`src/rtl/stopwatch_core.sv`:
```
// stopwatch_core: H:MM:SS stopwatch with built-in 1 s prescaler; optional lap hold via STOPWATCH_LAP_HOLD_EN
module stopwatch_core #(
  parameter int TICK_DIV = 50000000
) (
  input  logic       clk,
  input  logic       rst,
  input  logic       startstop,
  input  logic       clear,
  input  logic       lap,
  output logic [6:0] s0,
  output logic [6:0] s1,
  output logic [6:0] m0,
  output logic [6:0] m1,
  output logic [6:0] h,
  output logic       running,
  output logic       held,
  output logic       wrap
);
  localparam int PW = (TICK_DIV > 2) ? $clog2(TICK_DIV) : 1;
  typedef enum logic [1:0] {STOP, RUN, PAUSE} state_t;
  state_t state;
  logic [PW-1:0] pre;
  logic [6:0] d_s0, d_s1, d_m0, d_m1, d_h;
  logic [34:0] live;
  logic step, c0, c1, c2, c3, c4;
  assign step = (state == RUN) && (pre == PW'(TICK_DIV - 1));
  assign c0 = step && d_s0 == 7'd9;
  assign c1 = c0 && d_s1 == 7'd5;
  assign c2 = c1 && d_m0 == 7'd9;
  assign c3 = c2 && d_m1 == 7'd5;
  assign c4 = c3 && d_h == 7'd9;
  assign live = {d_h, d_m1, d_m0, d_s1, d_s0};
  // run/pause FSM, prescaler and the per-digit carry chain, all decided on the pre-edge state
  always_ff @(posedge clk) begin
    if (!rst || clear) begin
      state   <= STOP;
      running <= 1'b0;
      pre     <= '0;
      d_s0    <= '0;
      d_s1    <= '0;
      d_m0    <= '0;
      d_m1    <= '0;
      d_h     <= '0;
      wrap    <= 1'b0;
    end else begin
      if (startstop) begin
        state   <= (state == RUN) ? PAUSE : RUN;
        running <= state != RUN;
      end
      if (state == RUN) pre <= step ? '0 : pre + 1'b1;
      if (step) d_s0 <= c0 ? 7'd0 : d_s0 + 7'd1;
      if (c0) d_s1 <= c1 ? 7'd0 : d_s1 + 7'd1;
      if (c1) d_m0 <= c2 ? 7'd0 : d_m0 + 7'd1;
      if (c2) d_m1 <= c3 ? 7'd0 : d_m1 + 7'd1;
      if (c3) d_h <= c4 ? 7'd0 : d_h + 7'd1;
      wrap <= c4;
    end
  end
`ifdef STOPWATCH_LAP_HOLD_EN
  logic [34:0] snap;
  // lap freezes a snapshot of the live digits while running; a second lap releases it
  always_ff @(posedge clk) begin
    if (!rst) begin
      held <= 1'b0;
      snap <= '0;
    end else if (clear) begin
      held <= 1'b0;
    end else if (lap && held) begin
      held <= 1'b0;
    end else if (lap && state == RUN) begin
      held <= 1'b1;
      snap <= live;
    end
  end
  assign {h, m1, m0, s1, s0} = held ? snap : live;
`else
  logic unused_lap;
  assign unused_lap = lap;
  assign held = 1'b0;
  assign {h, m1, m0, s1, s0} = live;
`endif
endmodule

```
`config.mk`:
```
export PLATFORM = sky130hd
export DESIGN_NAME = stopwatch_core
export DESIGN_NICKNAME = d
export VERILOG_FILES = /design/src/rtl/stopwatch_core.sv
export SDC_FILE = /design/constraint.sdc
export NUM_CORES = 1
export LEC_CHECK = 0
export BUFFER_PORTS_ARGS = -buffer_cell sky130_fd_sc_hd__buf_2
export CAP_MARGIN = 25
export CORE_AREA = 2 2 78 80
export CTS_CLUSTER_SIZE = 16
export DETAILED_ROUTE_END_ITERATION = 8
export DIE_AREA = 0 0 80 82
export PLACE_DENSITY = 0.77
export SLEW_MARGIN = 20
export SYNTH_ARGS = -nofsm -noshare
export SYNTH_HDL_FRONTEND = slang
export SYNTH_SLANG_ARGS = --single-unit
```
`constraint.sdc`:
```
create_clock -name clk -period 2.69 [get_ports clk]
set_input_delay 0.269 -clock clk [delete_from_list [all_inputs] [get_ports clk]]
set_output_delay 0.269 -clock clk [all_outputs]
set_load 0.05 [all_outputs]
```
==> impl_metrics.tcl <==
set metrics [dict create \
    power_leakage_nw 1.29 \
    antenna_found_initial 0 \
    synth-compound-area-share 0.0662 \
    syn_nets 386 \
    start_util 0.546 \
    synth_top_family_by_area "simple AND/OR/NAND/NOR gates" \
    r2r-start "pre[0]" \
    vias_per_cell 5.53 \
    synthToLayoutAreaGrowth_pct 16.6 \
    cts_max_level 3 \
    ys_seq_elements 64 \
    p_per_area_nw_per_um2 508 \
    outcome "completed" \
    ff2ff_setup_slack_ps 300 \
    grt_pass1_vias 2541 \
    peakVddDrop_mv 0.263 \
    dieArea_um2 6560 \
    rr_endpoint "h[4]" \
    synthFlopType "dfxtp_1" \
    min_from "startstop" \
    endpoint_kind "register" \
    setup_viol 0 \
    clkLatencyLatePin_ps 330 \
    dr.pass1.iters 4 \
    cts-resized-gates 0 \
    worst_ep_arrival_time_ps 2650 \
    root_buffer "clkbuf_8" \
    finalHoldViolCount 0 \
    worst_path_max_delay_cell "dfxtp_1" \
    wl_um 6540 \
    synth-edff-count 0 \
    netlist.area_leader.share 0.408 \
    rsz0062_at_grt "false" \
    dp_hpwl_um 4580 \
    whs_path_depth 2 \
    hp-class "in2reg" \
    skew_ps 8.28 \
    min_to "state[0]" \
    period_share 0.888 \
    worst-r2r-cell-count 7 \
    grt_pass1_wl_um 11400 \
    cp_top_family "simple AND/OR/NAND/NOR gates" \
    synth-simple-area-share 0.334 \
    yosys_warnings 0 \
    clk_pin_slew_worst_paths_ps 70 \
    row_count 28 \
    fin_nets 433 \
    path_cells "ha_1 -> and4_1 -> and4_1 -> nand4_2 -> buf_4 -> or3_1 -> a21oi_1" \
    relSlewSlack 0.626 \
    io_pins 43 \
    die_h_um 82 \
    fp.dieW_um 80 \
    worst_pin_slew_ps 557 \
    post_cts_buffers 0 \
    grtUsageTotal 0.219 \
    period_minus_slack_ps 2390 \
    drive_above_1_share 0.164 \
    yosys.area_share.adder 0.0439 \
    cts_hold_buffers 0 \
    crit_type "reg2reg" \
    n_antenna_cell 0 \
    layout_commonest_cell "dfxtp_1" \
    cp_max_fo 10 \
    cts_made_buffers 9 \
    slew_viol_final 0 \
    post-route-drc-count 0 \
    synthMuxAreaShare 0.00319 \
    final_util 0.636 \
    async_flop_share 0 \
    portBuffers 40 \
    ys_types 40 \
    ant_nets 0 \
    via_count 2749 \
    cp.required_ps 2950 \
    maxCapViolations 0 \
    fmax_ghz 0.419 \
    syn_area_um2 3140 \
    cp_common_cell "and4_1" \
    ys_seq_area_frac 0.408 \
    grt_max_degree 24 \
    critical-path-max-stage-delay_ps 430 \
    post_drt_wl_per_cell_um 13.2 \
    core_area_um2 5750 \
    path_buf_inv 1 \
    gr-total-overflow 0 \
    tns_ps 0 \
    clock_path_buffers 2 \
    final_cell_mix "64 x dfxtp_1, 49 x nor2_1, 40 x buf_2, 29 x nand2_1, 26 x xnor2_1" \
    critPathLaunchType "register" \
    drt_iter0_drc 105 \
    synthCells 370 \
    clock_sinks 64 \
    cts_tree "built" \
    postSynthAreaPerCell_um2 8.48 \
    yosysTopAreaCell "dfxtp_1" \
    ys_top_cells_by_area "dfxtp_1 41%, xnor2_1 7.3%, nor2_1 5.9%, ha_1 4.4%, xor2_1 3.9%" \
    gp_congestion 0.847 \
    yosys.area_share.xor_xnor 0.112 \
]
==> power breakdown <==
part	total (W)	leakage (nW)	internal (W)	switching [W]
clock network	0.000873	0.113	0.000528	0.000345
logic	0.0000324	0.664	0.00000676	0.0000257
registers	0.000950	0.515	0.000949	0.00000159
==> cells by family after synthesis <==
logic type | Yosys count
buffers and inverters | 23
XOR/XNOR | 40
adder cells (fa/ha/maj) | 11
AO/OA/AOI/OAI | 39
multiplexers | 1
AND/OR/NAND/NOR | 191
flip-flops | 64
other | 1
==> sequential cells by signal, summed over array words and instances (netlist names) <==
| signal | count |
|---|---|
| wrap | 1 |
| state | 2 |
| h | 7 |
| s1 | 7 |
| s0 | 7 |
| pre | 26 |
| m1 | 7 |
| m0 | 7 |
==> how the worst max path moves through the flow <==
stage / startpoint / to / slack (ps) / depth (start not counted)
finish: pre[0] / h[4] / 300 / 7
CTS: pre[0] / h[3] / 320 / 7
detailed placement: pre[0] / h[3] / 370 / 7
global placement: pre[0] / h[3] / 430 / 7
global route: pre[0] / s0[6] / 110 / 7
floorplan: m0[3] / h[3] / 360 / 6
==> stage by stage <==
step | setup slack [ps] | cell area [µm²] | power (W) | hold WS (ps) | cells
global placement | 430 | 3440 | 0.00100 | 481 | 481
global route | 107 | 3660 | 0.00193 | 160 | 497
detailed placement | 366 | 3440 | 0.00100 | 493 | 481
floorplan | 356 | 3140 | 0.000995 | 359 | 370
finish | 301 | 3660 | 0.00186 | 156 | 497
CTS | 324 | 3660 | 0.00188 | 150 | 497
==> metal layers <==
metal	vias to the layer above	global-route usage	wire, µm
met5	-	0	0
met4	0	0.105	116
met3	10	0.0418	225
met2	55	0.343	3040
met1	1277	0.289	3160
li1	1407	-	-
==> worst register-to-register path, delay by kind of cell, from the launching register on <==
kind | cells | cell delay, ps
adders and majority gates | 1 | 290
AOI/OAI and AO/OA | 1 | 140
buffers and inverters | 1 | 260
and+or+nand+nor | 4 | 1210
DFF | 1 | 430
==> cells in the mapped netlist, types with 2 or more instances <==
library cell  count
a211oi_1          2
a21oi_1          21
and2_1            4
and3_1            4
and4_1            8
buf_2             3
buf_4             2
clkbuf_1          8
dfxtp_1          64
ha_1             11
inv_1            10
nand2_1          29
nand2b_1          3
nand3_1          21
nand4_1          17
nor2_1           49
nor2b_1           4
nor3_1            8
nor4_1           16
nor4b_1           3
o21ai_0          11
o21ai_1           2
o31ai_1           3
or3_1            11
or4_1             3
xnor2_1          26
xor2_1           14
==> area by class of cell <==
class / instances / area, µm²
fillers: 480 / 2090
multi-input cells: 283 / 1760
flip-flops and latches: 64 / 1280
repair buffers: 49 / 268
clock buffers: 14 / 183
well taps: 75 / 93.8
inverters: 10 / 37.5
clock inverters: 2 / 35.0
No activity file was read; power rests on OpenSTA's default activity.
